## config.mk

```make
export PLATFORM = sky130hd
export DESIGN_NAME = mysystem_mm_stream_reader
export DESIGN_NICKNAME = d
export VERILOG_FILES = /design/src/rtl/mysystem_mm_pkg.sv /design/src/rtl/mysystem_sync_fifo.sv /design/src/rtl/mysystem_mm_stream_reader.sv
export SDC_FILE = /design/constraint.sdc
export NUM_CORES = 1
export LEC_CHECK = 0
export CAP_MARGIN = 20
export CORE_MARGIN = 2
export CORE_UTILIZATION = 62
export DETAILED_ROUTE_END_ITERATION = 10
export PLACE_DENSITY = 0.9
export SLEW_MARGIN = 10
export SYNTH_ARGS = -nofsm -noshare
export SYNTH_HDL_FRONTEND = slang
export SYNTH_SLANG_ARGS = --single-unit
```

## constraint.sdc

```tcl
create_clock -name clk -period 8 [get_ports clk]
set_input_delay 1.2 -clock clk [delete_from_list [all_inputs] [get_ports clk]]
set_output_delay 1.2 -clock clk [all_outputs]
set_load 0.01 [all_outputs]
```

## src/rtl/mysystem_mm_pkg.sv

```systemverilog
// Shared definitions for the mysystem memory-mapped stream blocks.
//   MM_ADDR_W    : RAM word address width
//   MM_DATA_W    : RAM word width
//   MM_MEM_WORDS : words in the on-chip RAM (addresses wrap at this bound)
//   rd_state_e   : stream reader FSM states
package mysystem_mm_pkg;

    localparam int unsigned MM_ADDR_W    = 18;
    localparam int unsigned MM_DATA_W    = 16;
    localparam int unsigned MM_MEM_WORDS = 180000;

    typedef enum logic [1:0] {
        RD_IDLE,
        RD_ISSUE,
        RD_DRAIN,
        RD_DONE
    } rd_state_e;

endpackage

```

## src/rtl/mysystem_sync_fifo.sv

```systemverilog
// Synchronous first-word-fall-through FIFO with occupancy count.
//   clk_i       : clock
//   rst_i       : synchronous active-high reset (clears pointers, count and storage)
//   push_i      : write push_data_i this cycle (caller guarantees not full)
//   push_data_i : write data
//   pop_i       : consume head this cycle (ignored when empty)
//   pop_data_o  : head entry, valid while valid_o=1
//   valid_o     : FIFO not empty
//   count_o     : number of stored entries
// Depth must be a power of two so the pointers wrap naturally.
module mysystem_sync_fifo #(
    parameter int unsigned Depth = 4,
    parameter int unsigned Width = 16,
    localparam int unsigned PtrW = (Depth > 1) ? $clog2(Depth) : 1,
    localparam int unsigned CntW = $clog2(Depth + 1)
) (
    input  logic             clk_i,
    input  logic             rst_i,
    input  logic             push_i,
    input  logic [Width-1:0] push_data_i,
    input  logic             pop_i,
    output logic [Width-1:0] pop_data_o,
    output logic             valid_o,
    output logic [CntW-1:0]  count_o
);

    logic [Width-1:0] mem_q [Depth];
    logic [PtrW-1:0]  wr_ptr_q;
    logic [PtrW-1:0]  rd_ptr_q;
    logic [CntW-1:0]  count_q;
    logic             do_pop;

    always_comb begin
        valid_o    = (count_q != '0);
        do_pop     = pop_i & valid_o;
        pop_data_o = mem_q[rd_ptr_q];
        count_o    = count_q;
    end

    always_ff @(posedge clk_i) begin
        if (rst_i) begin
            wr_ptr_q <= '0;
            rd_ptr_q <= '0;
            count_q  <= '0;
            mem_q    <= '{default: '0};
        end else begin
            if (push_i) begin
                mem_q[wr_ptr_q] <= push_data_i;
                wr_ptr_q        <= wr_ptr_q + PtrW'(1);
            end
            if (do_pop) begin
                rd_ptr_q <= rd_ptr_q + PtrW'(1);
            end
            count_q <= count_q + CntW'(push_i) - CntW'(do_pop);
        end
    end

endmodule

```

## src/rtl/mysystem_mm_stream_reader.sv

```systemverilog
// Avalon-MM read master that streams a block of RAM words out as Avalon-ST.
//   clk, reset            : clock, synchronous active-high reset
//   start                 : 1-cycle pulse, accepted only while busy=0
//   base_addr, length     : first word address and word count, sampled on accepted start
//   busy, done            : transfer in progress / 1-cycle completion pulse
//   avm_*                 : read master toward the fixed-latency on-chip RAM
//   st_data/valid/ready/last : output stream, FIFO head (first-word-fall-through)
// Optional feature macro STREAM_CHECKSUM_EN adds checksum[DATA_W-1:0] (mod-2^16 sum of
// transferred beats) and checksum_valid (equal to done).
module mysystem_mm_stream_reader
    import mysystem_mm_pkg::*;
#(
    parameter int unsigned ADDR_W       = MM_ADDR_W,
    parameter int unsigned DATA_W       = MM_DATA_W,
    parameter int unsigned MEM_WORDS    = MM_MEM_WORDS,
    parameter int unsigned READ_LATENCY = 1,
    parameter int unsigned FIFO_DEPTH   = 4
) (
    input  logic              clk,
    input  logic              reset,
    input  logic              start,
    input  logic [ADDR_W-1:0] base_addr,
    input  logic [ADDR_W-1:0] length,
    output logic              busy,
    output logic              done,
    output logic [ADDR_W-1:0] avm_address,
    output logic              avm_chipselect,
    output logic              avm_write,
    output logic [1:0]        avm_byteenable,
    output logic              avm_clken,
    input  logic [DATA_W-1:0] avm_readdata,
    output logic [DATA_W-1:0] st_data,
    output logic              st_valid,
    input  logic              st_ready,
    output logic              st_last
`ifdef STREAM_CHECKSUM_EN
    ,
    output logic [DATA_W-1:0] checksum,
    output logic              checksum_valid
`endif
);

    localparam int unsigned CntW = $clog2(FIFO_DEPTH + 1);

    rd_state_e               state_q;
    logic                    busy_q;
    logic                    done_q;
    logic                    cs_q;
    logic [ADDR_W-1:0]       avm_address_q;
    logic [ADDR_W-1:0]       next_addr_q;
    logic [ADDR_W-1:0]       issue_cnt_q;
    logic [ADDR_W-1:0]       beat_cnt_q;
    logic [ADDR_W-1:0]       len_q;
    // One flag per outstanding read; the oldest flag marks readdata valid this cycle.
    logic [READ_LATENCY-1:0] sr_q;
    logic [READ_LATENCY-1:0] sr_d;

    logic                    push;
    logic                    pop;
    logic                    fifo_valid;
    logic [CntW-1:0]         fifo_count;
    logic                    credit_ok;
    logic                    last_beat;
    logic                    start_accept;
    int unsigned             occ_next;

    function automatic logic [ADDR_W-1:0] wrap_inc(input logic [ADDR_W-1:0] a);
        return (a == ADDR_W'(MEM_WORDS - 1)) ? '0 : a + ADDR_W'(1);
    endfunction

    mysystem_sync_fifo #(
        .Depth (FIFO_DEPTH),
        .Width (DATA_W)
    ) u_fifo (
        .clk_i       (clk),
        .rst_i       (reset),
        .push_i      (push),
        .push_data_i (avm_readdata),
        .pop_i       (pop),
        .pop_data_o  (st_data),
        .valid_o     (fifo_valid),
        .count_o     (fifo_count)
    );

    always_comb begin
        push         = sr_q[READ_LATENCY-1];
        pop          = fifo_valid & st_ready;
        sr_d         = READ_LATENCY'({sr_q, cs_q});
        // Occupancy after this edge (FIFO plus reads still in the RAM pipeline); a new
        // strobe is registered only if its word is guaranteed a FIFO slot.
        occ_next     = 32'(fifo_count) + 32'(push) + 32'($countones(sr_d)) - 32'(pop);
        credit_ok    = (occ_next < FIFO_DEPTH);
        last_beat    = pop && (beat_cnt_q == len_q - ADDR_W'(1));
        start_accept = start & ~busy_q;

        busy           = busy_q;
        done           = done_q;
        avm_address    = avm_address_q;
        avm_chipselect = cs_q;
        avm_write      = 1'b0;
        avm_byteenable = 2'b11;
        avm_clken      = 1'b1;
        st_valid       = fifo_valid;
        st_last        = fifo_valid && (beat_cnt_q == len_q - ADDR_W'(1));
    end

    always_ff @(posedge clk) begin
        if (reset) begin
            state_q       <= RD_IDLE;
            busy_q        <= 1'b0;
            done_q        <= 1'b0;
            cs_q          <= 1'b0;
            avm_address_q <= '0;
            next_addr_q   <= '0;
            issue_cnt_q   <= '0;
            beat_cnt_q    <= '0;
            len_q         <= '0;
            sr_q          <= '0;
        end else begin
            done_q <= 1'b0;
            cs_q   <= 1'b0;
            sr_q   <= sr_d;
            if (pop) begin
                beat_cnt_q <= beat_cnt_q + ADDR_W'(1);
            end
            unique case (state_q)
                RD_IDLE, RD_DONE: begin
                    state_q <= RD_IDLE;
                    if (start_accept) begin
                        len_q      <= length;
                        beat_cnt_q <= '0;
                        if (length == '0) begin
                            state_q <= RD_DONE;
                            done_q  <= 1'b1;
                        end else begin
                            // FIFO is empty here, so the first strobe needs no credit check.
                            busy_q        <= 1'b1;
                            cs_q          <= 1'b1;
                            avm_address_q <= base_addr;
                            next_addr_q   <= wrap_inc(base_addr);
                            issue_cnt_q   <= ADDR_W'(1);
                            state_q       <= (length == ADDR_W'(1)) ? RD_DRAIN : RD_ISSUE;
                        end
                    end
                end
                RD_ISSUE: begin
                    if (credit_ok) begin
                        cs_q          <= 1'b1;
                        avm_address_q <= next_addr_q;
                        next_addr_q   <= wrap_inc(next_addr_q);
                        issue_cnt_q   <= issue_cnt_q + ADDR_W'(1);
                        if (issue_cnt_q + ADDR_W'(1) == len_q) begin
                            state_q <= RD_DRAIN;
                        end
                    end
                end
                RD_DRAIN: begin
                    if (last_beat) begin
                        state_q <= RD_DONE;
                        done_q  <= 1'b1;
                        busy_q  <= 1'b0;
                    end
                end
                default: state_q <= RD_IDLE;
            endcase
        end
    end

`ifdef STREAM_CHECKSUM_EN
    logic [DATA_W-1:0] checksum_q;

    always_ff @(posedge clk) begin
        if (reset) begin
            checksum_q <= '0;
        end else if (start_accept) begin
            checksum_q <= '0;
        end else if (pop) begin
            checksum_q <= checksum_q + st_data;
        end
    end

    always_comb begin
        checksum       = checksum_q;
        checksum_valid = done_q;
    end
`else
    // Checksum logic not built.
`endif

endmodule
```

==> results by group <==
Placed design
  • HPWL Detailed: between 15000 and 20000 um
  • Placed cells: between 1000 and 1500
  • I/O Buffers: 94
  • Gpl congestion: 0.946

CTS
  • Clk slew on worst S/H paths: around 0.070 ns
  • # H-tree levels: 4
  • Setup bufs post-CTS: 0
  • Post-CTS Hold Buffers: 0
  • Num CTS Buffers: 17
  • CTS tree: yes
  • Clock buffer depth: 2
  • Clk root buf: clkbuf_16
  • Clk sinks: approximately 170
  • Clk_lat worst skew: between 0.4 and 0.5 ns
  • PostCTS Resize Cnt: 0

Flow run
  • Max-cap viol count: 0

GRT
  • Vias in the first global route: between 7000 and 8000
  • Initial antenna violation count: 0
  • Met1 Usage GRT: a little under two fifths
  • Total grt overflow: 0
  • All-Layer GR Usage: 29.3%
  • Most used routing layer: met2
  • Largest net degree at the start of global routing: 86
  • First-pass GRT wire length: 37900 um
  • GRT met2 Usage: approximately 49%
  • Met3 Usage GRT: between 4 and 5%

Synth
  • Mux cell area share after synthesis: 6.75%
  • Async set or reset register ratio after synthesis: 0%
  • Most used DFF post-synth: dfxtp_1
  • Post-synth top area share: a little under two fifths
  • Post-synth top area cell: dfxtp_1
  • Synth Area in Compound Gates: between 10% and 20%
  • Flops & latches, synth: roughly 170
  • Synth Area in Simple Gates: between 20% and 30%
  • Syn Area/Cell: 7.99 um2
  • Post-Synth Adder-Cell Area: under 10%
  • Synth unique cells: 69
  • Post-synth EDFFs: 0
  • Syn. warnings: 0
  • XOR/XNOR share of the synthesized area: 7.73%
  • Ranking of synthesized cells by area: dfxtp_1, nand2_1, a21oi_1
  • Syn Inst Count: around 1100
  • Sequential area share after synthesis: a little under two fifths
  • Main combinational cell family by area after synthesis: simple AND/OR/NAND/NOR gates
  • Mapped cell area: about 9100 um2

Floorplan
  • Die height: ~120 um
  • Core area: between 10000 and 15000 um2
  • Initial Util: between 60% and 70%
  • Die Wd: about 120 um
  • Number of cell rows: between 40 and 50
  • I/O pins: a little under 100
  • Die area: 15600 um2

Route
  • Overall routed net length: about 23000 um
  • DR DRC count: 0
  • Vias: roughly 8400
  • WL per Instance: roughly 17 um
  • Final ANT Viol Nets: 0
  • Vias per std cell: 6.12
  • DRT iter0 DRCs: between 1000 and 1500
  • 1st-pass router iterations: 6

Critical path
  • Crit path DAT: between 4 and 5 ns
  • Critical path's most frequent cell: inv_1
  • Worst-path fanout max: 6
  • Worst path cell trace: inv_1, ha_1, nor4b_1, nand4_1, xnor2_1, or4_1, nor4_2, nand2_1, inv_1, clkdlybuf4s50_1
  • Slowest cell on crit path: nor4b_1
  • Crit path largest cell delay: 0.67 ns
  • Setup CP Type: register to output pin
  • Crit. End Element: output pin
  • R2R setup slack: about 3.5 ns
  • Critical Path Start Type: register
  • Critical Path RT: roughly 7 ns

Pwr
  • Max VDD drop: roughly 0.3 mV
  • Tot Pwr: ~3.1 mW
  • LEAKAGE: between 3 and 4 nW
  • Pwr per Cell Area: 299 nW/um2
  • Net Switching: around 1.2 mW
  • Clock share of power: between 20% and 30%
  • Switching Share: around 39%
  • Internal power: roughly 1.9 mW
  • Logic pwr share: 39.1%
  • Seq pwr share: a little over a third

STA
  • Period utilization: about two thirds
  • Final Hold Fails: 0
  • Finish-stage setup viols: 0
  • Achievable frequency: ~190 MHz
  • Relative slew margins: between 30% and 40%
  • Setup tns final: 0 ns
  • Minimum clock period: 5.28 ns
  • Final Slew Violations: 0
  • RSZ-0062 raised after global routing: no
  • Final hold slack: ~0.45 ns
  • Slew of the pin with the lowest slew margin: between 0.9 and 1 ns
  • Clk_skew: 0.00944 ns

Finish
  • Commonest non-fill, non-tap cell in the layout: nand2_1
  • Non-filler instance count after layout: 1369
  • Area growth syn-to-layout: 15.5%
  • Layout cells sized above 1: roughly 5.9%
  • Nets: between 1000 and 1500
  • Diodes inserted: 0
  • Most frequent cells in the layout: nand2_1, dfxtp_1, a21oi_1

Hold path
  • Tightest Hold Check Type: register to register

Status
  • Status: finished, final reports clean
power by group through the flow:
stage	Combinational, mW	Clock [mW]	Sequential, mW
after floorplan	0.911	0	1.07
after global placement	1.16	0	1.12
after detailed placement	1.20	0	1.12
after CTS	1.21	0.802	1.10
after global routing	1.35	0.847	1.12
final	1.22	0.796	1.11
final cells by class:
| class | count | area (um2) |
|---|---|---|
| multi-input cells | 859 | 5250 |
| clock inverters | 11 | 115 |
| repair buffers | 100 | 983 |
| clock buffers | 21 | 450 |
| fillers | 1087 | 3950 |
| flip-flops and latches | 167 | 3340 |
| well taps | 184 | 230 |
| inverters | 27 | 101 |
synth_stat cells, types with 4 or more instances:
cell type,number
a211oi_1,23
a21o_1,4
a21oi_1,119
a22oi_1,6
a311oi_1,7
a31oi_1,9
and2_1,10
and3_1,12
and4_1,4
buf_1,5
buf_2,14
buf_4,7
clkbuf_1,53
dfxtp_1,167
ha_1,18
inv_1,27
mux2i_1,24
mux4_2,16
nand2_1,218
nand2b_1,6
nand3_1,35
nand3b_1,5
nand4_1,14
nor2_1,97
nor2b_1,8
nor3_1,22
nor4_1,11
nor4_2,4
o21ai_0,38
o22a_1,4
o32ai_1,8
or3_1,7
xnor2_1,38
xor2_1,42
final timing paths:
kind,start,endpoint,cells past startpoint
worst max-delay path,len_q[0]$_SDFFE_PP0P_,st_last,10
worst min-delay path,u_fifo.mem_q[29]$_SDFFE_PP0P_,u_fifo.mem_q[29]$_SDFFE_PP0P_,2
worst max register to register,u_fifo.count_o[1]$_SDFF_PP0_,next_addr_q[13]$_SDFFE_PP0P_,15
worst min register to register,u_fifo.mem_q[29]$_SDFFE_PP0P_,u_fifo.mem_q[29]$_SDFFE_PP0P_,2
cell families after synthesis:
logic type / count (synthesis)
fa+ha+maj: 19
other cells: 2
mux: 41
simple gates: 471
xor+xnor: 80
compound gates: 244
flops: 167
buf+inv: 110
flip-flops by register name, indices dropped and copies added, names as in the netlist:
| name | count |
|---|---|
| u_fifo.count_o | 3 |
| busy | 1 |
| push | 1 |
| state_q | 2 |
| len_q | 18 |
| u_fifo.rd_ptr_q | 2 |
| beat_cnt_q | 18 |
| issue_cnt_q | 18 |
| avm_chipselect | 1 |
| avm_address | 18 |
| next_addr_q | 18 |
| u_fifo.mem_q | 64 |
| u_fifo.wr_ptr_q | 2 |
| done | 1 |
metrics by stage:
| stage | utilization, % | worst slack [ns] | cell area [um2] |
|---|---|---|---|
| after global routing | 72.6 | 2.55 | 10500 |
| after detailed placement | 68.7 | 2.86 | 9910 |
| after CTS | 72.6 | 2.80 | 10500 |
| after global placement | 68.7 | 2.90 | 9910 |
| final | 72.6 | 2.72 | 10500 |
| after floorplan | - | 4.22 | 9070 |
worst max-delay path: cells and delay by family (launching register included):
kind,cells,cell delay [ns]
flops,1,0.40
buf+inv,3,0.72
fa+ha+maj,1,0.24
xor+xnor,1,0.19
simple gates,5,2.10
metal layers:
layer / vias to the layer above / wire, um
met3: 44 / 1530
met2: 374 / 11200
li1: 4013 / -
met1: 3945 / 9610
met5: - / 0
met4: 0 / 505
Power figures use the tool's default switching activity.
